File: config.mk
export PLATFORM = sky130hd
export DESIGN_NAME = key_req_latch
export DESIGN_NICKNAME = d
export VERILOG_FILES = /design/src/rtl/key_req_pkg.sv /design/src/rtl/key_debounce.sv /design/src/rtl/key_req_latch.sv
export SDC_FILE = /design/constraint.sdc
export NUM_CORES = 1
export LEC_CHECK = 0
export CORE_UTILIZATION = 45
export DETAILED_ROUTE_END_ITERATION = 8
export PLACE_DENSITY_LB_ADDON = 0.15
export SETUP_SLACK_MARGIN = 0.02
export SLEW_MARGIN = 20
export SYNTH_ARGS = -nofsm -noshare
export SYNTH_HDL_FRONTEND = slang
export SYNTH_SLANG_ARGS = --single-unit
File: constraint.sdc
create_clock -name iClk -period 4 [get_ports iClk]
set_input_delay 0.8 -clock iClk [delete_from_list [all_inputs] [get_ports iClk]]
set_output_delay 0.8 -clock iClk [all_outputs]
set_load 0.01 [all_outputs]
File: src/rtl/key_req_pkg.sv
// Shared constants, FSM state type and priority helper for the key request latch.
package key_req_pkg;

  localparam int N_CH = 8;
  localparam int DEBOUNCE_CYCLES_DEF = 16;

  typedef enum logic [1:0] {
    IDLE    = 2'd0,
    PRESENT = 2'd1,
    RECOVER = 2'd2
  } kr_state_e;

  // One-hot mask of the highest set bit; zero when nothing is set.
  function automatic logic [N_CH-1:0] hi_bit_mask(input logic [N_CH-1:0] v);
    logic [N_CH-1:0] m;
    m = '0;
    for (int i = 0; i < N_CH; i++) begin
      if (v[i]) begin
        m    = '0;
        m[i] = 1'b1;
      end
    end
    return m;
  endfunction

endpackage

File: src/rtl/key_debounce.sv
// Per-channel 2-FF synchroniser and counter debouncer; pulses press on an
// accepted released->pressed transition.
module key_debounce #(
  parameter int DEBOUNCE_CYCLES = 16
) (
  input  logic clk,
  input  logic rst_n,
  input  logic key_n,
  output logic press
);

  localparam int CNT_W = $clog2(DEBOUNCE_CYCLES) + 1;
  localparam logic [CNT_W-1:0] CNT_LAST = CNT_W'(DEBOUNCE_CYCLES - 1);

  logic             sync_p0;
  logic             sync_p1;
  logic             level;
  logic [CNT_W-1:0] cnt;
  logic             differ;
  logic             accept;

  assign differ = (sync_p1 != level);
  assign accept = differ && (cnt == CNT_LAST);
  // Combinational so the pending bit sets on the same edge the level flips.
  assign press  = accept && level;

  always_ff @(posedge clk or negedge rst_n) begin
    if (!rst_n) begin
      sync_p0 <= 1'b1;
      sync_p1 <= 1'b1;
      level   <= 1'b1;
      cnt     <= '0;
    end else begin
      sync_p0 <= key_n;
      sync_p1 <= sync_p0;
      if (!differ) begin
        cnt <= '0;
      end else if (accept) begin
        level <= sync_p1;
        cnt   <= '0;
      end else begin
        cnt <= cnt + 1'b1;
      end
    end
  end

endmodule

File: src/rtl/key_req_latch.sv
// Debounced sticky key-request latch feeding an 8-to-3 priority encoder.
// Optional LOST_PRESS_EN adds oLost, flagging presses coalesced into a pending bit.
module key_req_latch
  import key_req_pkg::*;
#(
  parameter int DEBOUNCE_CYCLES = DEBOUNCE_CYCLES_DEF
) (
  input  logic            iClk,
  input  logic            iRst_n,
  input  logic [N_CH-1:0] iKey_n,
  input  logic            iAck,
  output logic [N_CH-1:0] oData,
  output logic            oEI,
  output logic            oValid
`ifdef LOST_PRESS_EN
  ,
  output logic            oLost
`endif
);

  logic [N_CH-1:0] press;
  logic [N_CH-1:0] pending;
  kr_state_e       state;
  logic            ack_acc;

  for (genvar i = 0; i < N_CH; i++) begin : g_ch
    key_debounce #(
      .DEBOUNCE_CYCLES(DEBOUNCE_CYCLES)
    ) u_debounce (
      .clk  (iClk),
      .rst_n(iRst_n),
      .key_n(iKey_n[i]),
      .press(press[i])
    );
  end

  assign ack_acc = (state == PRESENT) && iAck;
  assign oData   = pending;

  // A press landing on the bit being retired wins, so it stays pending.
  always_ff @(posedge iClk or negedge iRst_n) begin
    if (!iRst_n) begin
      pending <= '0;
      state   <= IDLE;
      oEI     <= 1'b1;
      oValid  <= 1'b0;
    end else begin
      if (ack_acc) begin
        pending <= (pending & ~hi_bit_mask(pending)) | press;
      end else begin
        pending <= pending | press;
      end
      case (state)
        IDLE: begin
          if (pending != '0) begin
            state  <= PRESENT;
            oEI    <= 1'b0;
            oValid <= 1'b1;
          end
        end
        PRESENT: begin
          if (iAck) begin
            state  <= RECOVER;
            oEI    <= 1'b1;
            oValid <= 1'b0;
          end
        end
        RECOVER: begin
          if (pending != '0) begin
            state  <= PRESENT;
            oEI    <= 1'b0;
            oValid <= 1'b1;
          end else begin
            state  <= IDLE;
            oEI    <= 1'b1;
            oValid <= 1'b0;
          end
        end
        default: begin
          state  <= IDLE;
          oEI    <= 1'b1;
          oValid <= 1'b0;
        end
      endcase
    end
  end

`ifdef LOST_PRESS_EN
  always_ff @(posedge iClk or negedge iRst_n) begin
    if (!iRst_n) begin
      oLost <= 1'b0;
    end else if ((press & pending) != '0) begin
      oLost <= 1'b1;
    end else if (ack_acc) begin
      oLost <= 1'b0;
    end
  end
`endif

endmodule
## Word-level counts from Yosys, hierarchy flattened

Cells that the tools add are included.

| word-level totals | value |
|---|---|
| register bits after elaboration | 76 |
| bits of input ports | 11 |
| output and inout bits | 10 |
| word-level logic and storage cells | 134 |

| cells by class | value |
|---|---|
| $add $sub $neg | 8 |
| eq/ne operators | 20 |
| mux-type cells | 38 |
| bitwise logic cells | 4 |
| reductions and logical operators | 28 |

Operator list:

| cell | number |
|---|---|
| $mux 5 | 16 |
| $mux 8 | 9 |
| $add 5x1->5 const B | 8 |
| $eq 5x4->1 const B | 8 |
| $reduce_and 2->1 | 9 |
| $logic_and 1x1->1 | 17 |
| $or 8x8->8 | 2 |
| $and 8x8->8 | 1 |
| $mux 1 | 8 |
| $ne 1x1->1 | 8 |
| $not 8->8 | 1 |
| $reduce_bool 8->1 | 1 |
| $pmux 1 s3 | 2 |
| $pmux 2 s3 | 1 |
| $mux 2 | 2 |
| $ne 2x2->1 const B | 2 |
| $eq 2x1->1 const B | 1 |
| $eq 2x2->1 const B | 1 |
| $logic_not 2->1 | 1 |

## Logic depth before layout (Yosys ltp)

| depth | value |
|---|---|
| depth in word-level cells | 13 |
| mapped depth | 4 |
| mapped depth without buffers | 4 |

## Modules after synthesis

Synthesis repeated with hierarchy kept, for this count alone.

| second synthesis, totals | value |
|---|---|
| cells, all modules | 237 |
| area total of the unflattened synthesis | 3031.7 µm² |

By module, submodules not included:

| module | times used | cells each | area an instance (µm²) | sequential area each (µm²) |
|---|---|---|---|---|
| key_debounce | 8 | 24 | 316.6 | 203.9 |
| key_req_latch | 1 | 45 | 499.2 | 301.5 |

## Worst setup path before layout

No wires, ideal clock.

| path | value |
|---|---|
| path type | input-to-reg |
| start point | in iAck |
| end point | reg pending[4] (netlist: oData[4]) |
| setup time | 0.122 ns |
| arrival | 1.712 ns |
| required time | 3.878 ns |
| setup slack | 2.166 ns |
| stages | 3 |
| buffers on the path | 0 |
| cells stage by stage | nand3b_1 > or4_2 > a32o_1 |

| on the way | value |
|---|---|
| longest elaborated chain between the ends | 2 |

Ends and longest elaborated chain:

| item | line | RTL |
|---|---|---|
| from (decl) | key_req_latch.sv:11 | `input logic iAck,` |
| $logic_and 1x1->1 | key_req_latch.sv:37 | `assign ack_acc = (state == PRESENT) && iAck;` |
| $mux 8 | key_req_latch.sv:48 | `if (ack_acc) begin` |
| to (signal assigned) | key_req_latch.sv:49 | `pending <= (pending & ~hi_bit_mask(pending)) \| press;` |
| to (signal assigned) | key_req_latch.sv:51 | `pending <= pending \| press;` |
| to (decl) | key_req_latch.sv:22 | `logic [N_CH-1:0] pending;` |

Every way passes these cells.
A chain may end at the register's enable or synchronous reset.

## Final worst setup path

| path | value |
|---|---|
| start point | reg oEI |
| end point | out oEI |

RTL lines:

| item | line | RTL |
|---|---|---|
| from (decl) | key_req_latch.sv:13 | `output logic oEI,` |
| from (signal assigned) | key_req_latch.sv:45 | `oEI <= 1'b1;` |
| from (signal assigned) | key_req_latch.sv:57 | `oEI <= 1'b0;` |
| from (signal assigned) | key_req_latch.sv:64 | `oEI <= 1'b1;` |

No word-level cell between the ends.

==> summary.txt <==
Floorplanning
  • DIE WIDTH: 82.66 um
  • Core area: ~0.0063 mm^2
  • Initial core utilization: between 40% and 50%
  • Die Ht: a little over 80 um
  • Row count: 29
  • Die area: 0.006833 mm^2
  • IO Pins: 21

Finish
  • Fin util: 53.61%
  • Final nets: ~280
  • Layout area overhead: 15.60%
  • Cell area after layout: between 0.003 and 0.004 mm^2
  • Diodes inserted: 0
  • Ratio of cells with drive above 1 in the final layout: a little under a fifth
  • Layout fillers: 556

Routing
  • Residual DRC: 0
  • Routed vias: about 1700
  • WL per Instance: between 10 and 15 um
  • Detail-routed via count per cell: 4.991
  • DR iter-0 viols: roughly 70
  • Total Wirelength: around 4.2 mm
  • Post-route ant nets: 0
  • Pre-antenna DRT Iters: 4

Critical path
  • Critical path endpoint category: output pin
  • Setup Crit Path Kind: reg2out
  • Slowest stage delay, CP: about 550 ps
  • R2r worst-path depth: 3
  • CP required: about 3200 ps
  • Slowest CP cell: clkdlybuf4s50_1
  • Worst Path Buf+Inv: 1
  • CP Launch Type: flop
  • RR Endpoint: oData[1]$_DFF_PN0_
  • Crit path cell chain: clkdlybuf4s50_1
  • Arrival time of the worst setup path: between 1000 and 1500 ps
  • CP Max Fanout: 2
  • R2R Setup Slk: 2280 ps
  • Critical R2R Launch: oData[5]$_DFF_PN0_
  • CP delay by family, top: buffers and inverters

Placement
  • DP Area: 0.003222 mm^2
  • Number of I/O port buffers: 20
  • Post-DP HPWL: between 2 and 3 mm
  • Global placer's final weighted congestion: just under 0.7
  • Pre-CTS setup slack: around 1500 ps

Yosys
  • Ys flop type: dfrtp_1
  • Xor and xnor area share after synthesis: slightly above 7%
  • EDFF count, synth: 0
  • Yosys warning count: 0
  • Top post-synthesis cells by count: 51 x dfrtp_1, 30 x nor2_1, 25 x dfstp_2, 24 x xor2_1
  • Most numerous cell in the Yosys netlist: dfrtp_1
  • #FFs+latches synth: 76
  • Mux cell area share after synthesis: 3.077%
  • Largest family of logic cells by synthesized area: simple AND/OR/NAND/NOR gates
  • Post-synth top area cell: dfrtp_1
  • Post-synthesis compound-gate area fraction: under 10%
  • Post-synthesis cell area: between 0.002 and 0.003 mm^2
  • Post-Syn Nets: 247
  • Ys async rst share: between 90% and 100%
  • Post-synthesis adder-cell area fraction: ~3.4%
  • Synth area leaders: dfrtp_1 44%, dfstp_2 22%, xor2_1 7.2%
  • Post-synthesis sequential area ratio: between 60% and 70%
  • Synth Area per Inst: between 10 and 15 um^2
  • Simple-gate share of the synthesized area: around an eighth
  • Netlist cell types: 22
  • Cell count after synthesis: about 230
  • Synth top area share: between 40% and 50%

Global routing
  • Vias in the first global route: around 1700
  • First-pass GRT wire length: ~7.3 mm
  • Overall Global Routing Usage: between 10% and 20%
  • Largest net degree at the start of global routing: 77
  • GRT overflow: 0
  • Initial antenna violation count: 0

Clocking
  • CTS tree: done
  • CTS max path bufs: 2
  • Post-cts repair resize count: 0
  • CTS clk-pin slew, worst paths: around 70 ps
  • Cts hold-fix bufs: 0
  • H-tree lvl count: 3
  • CTS root buffer: clkbuf_8
  • Clk_lat worst skew: 340 ps
  • Sink Count: 76
  • Setup repair bufs after CTS: 0
  • CTS buffer count: 9

Hold path
  • Hold EP: g_ch[4].u_debounce.sync_p1$_DFF_PN1_
  • Hold path start: g_ch[4].u_debounce.sync_p0$_DFF_PN1_
  • Hold WC Path Type: reg2reg
  • WHS Path Cells: 0

Power and ir drop
  • Power per cell area: ~450 mW/mm^2
  • Pleak: 1.664 nW
  • Worst VDD drop: around 0.24 mV

Timing
  • Fin crit period: between 2000 and 2500 ps
  • Final Cycle Share: 55.51%
  • Clock Skew: slightly above 7 ps
  • Slew Limit Fails: 0
  • Slew @ Worst Pin: ~900 ps
  • Final Hold Viols: 0
  • RSZ-0062 raised after global routing: false
  • Slew Limit Headroom: 39.75%
  • Setup TNS: 0 ps
  • Final worst slack: between 1500 and 2000 ps
  • Final Setup Violations: 0
  • Hold WS: 357.6 ps
  • Fmax: around 0.45 GHz

Run status
  • Status: finished clean

Job
  • Max-cap check violation count: 0
state kept, by name, summed over array words and instances, names as in the netlist:
register / cells
g_ch.u_debounce.level: 8
g_ch.u_debounce.sync_p1: 8
oData: 8
oValid: 1
state: 2
g_ch.u_debounce.sync_p0: 8
oEI: 1
g_ch.u_debounce.cnt: 40
per-layer routing:
layer | vias up | part of all wire (%) | track usage, %
met5 | - | 0 | 0
met4 | 0 | 1.0 | 5.690
met3 | 6 | 4.3 | 7.692
met2 | 25 | 47 | 25.25
met1 | 840 | 48 | 16.01
li1 | 831 | - | -
area by class of cell:
type                            instances  area [um^2]  share of cell area (%)
Sequential cell                        76         1933                   57.12
Clock inverter                          2        10.01                  0.2957
Tap cell                               77        96.34                   2.847
Multi-Input combinational cell        136        934.6                   27.62
Inverter                               16        60.06                   1.774
Clock buffer                           14        152.6                   4.510
Timing Repair Buffer                   20        197.7                   5.841
power by group:
group,internal [mW],switching (mW)
clock network,0.242,0.256
logic,0.0763,0.0723
registers,0.828,0.0359
total,1.15,0.365
kinds of logic (layout without fill, tap and decap cells):
group	count (synthesis)	count (layout)
xor gates and xnor gates	24	24
adders and majority gates	8	8
DFF	76	76
AOI/OAI and AO/OA	22	22
muxes	8	8
and+or+nand+nor	74	74
buffers and inverters	16	52
how the worst max path moves through the flow:
| stage | startpoint | end | slack (ps) | cells past startpoint |
|---|---|---|---|---|
| 5_1_grt | oEI$_DFFE_PN1P_ | oEI | 1700 | 1 |
| 4_1_cts | oEI$_DFFE_PN1P_ | oEI | 1740 | 1 |
| 3_5_place_dp | iAck | oData[4]$_DFF_PN0_ | 1500 | 4 |
| 6_report | oEI$_DFFE_PN1P_ | oEI | 1780 | 1 |
| 2_1_floorplan | iAck | oData[4]$_DFF_PN0_ | 2170 | 3 |
| 3_3_place_gp | iAck | oData[4]$_DFF_PN0_ | 1490 | 4 |
placed cells by master (no fill, tap or decap), types with 2 or more instances in the layout:
cell type | netlist | routed
clkdlybuf4s50_1 | 0 | 19
o31ai_1 | 2 | 2
ha_1 | 8 | 8
nand3_1 | 16 | 16
dfrtp_1 | 51 | 51
inv_1 | 16 | 16
and2_1 | 11 | 11
clkbuf_8 | 0 | 10
xor2_1 | 24 | 24
or3_1 | 4 | 4
clkbuf_1 | 0 | 4
o21ai_0 | 10 | 10
a32o_1 | 6 | 6
o41ai_1 | 2 | 2
nor2_1 | 30 | 30
dfstp_2 | 25 | 25
mux2_2 | 8 | 8
clkinv_2 | 0 | 2
and3_1 | 8 | 8
per-stage QoR:
step	power, mW	cells
3_3_place_gp	1.027	325
6_report	1.511	341
4_1_cts	1.541	341
2_1_floorplan	0.9540	228
5_1_grt	1.595	341
3_5_place_dp	1.029	325
No activity file was read; power rests on OpenSTA's default activity.
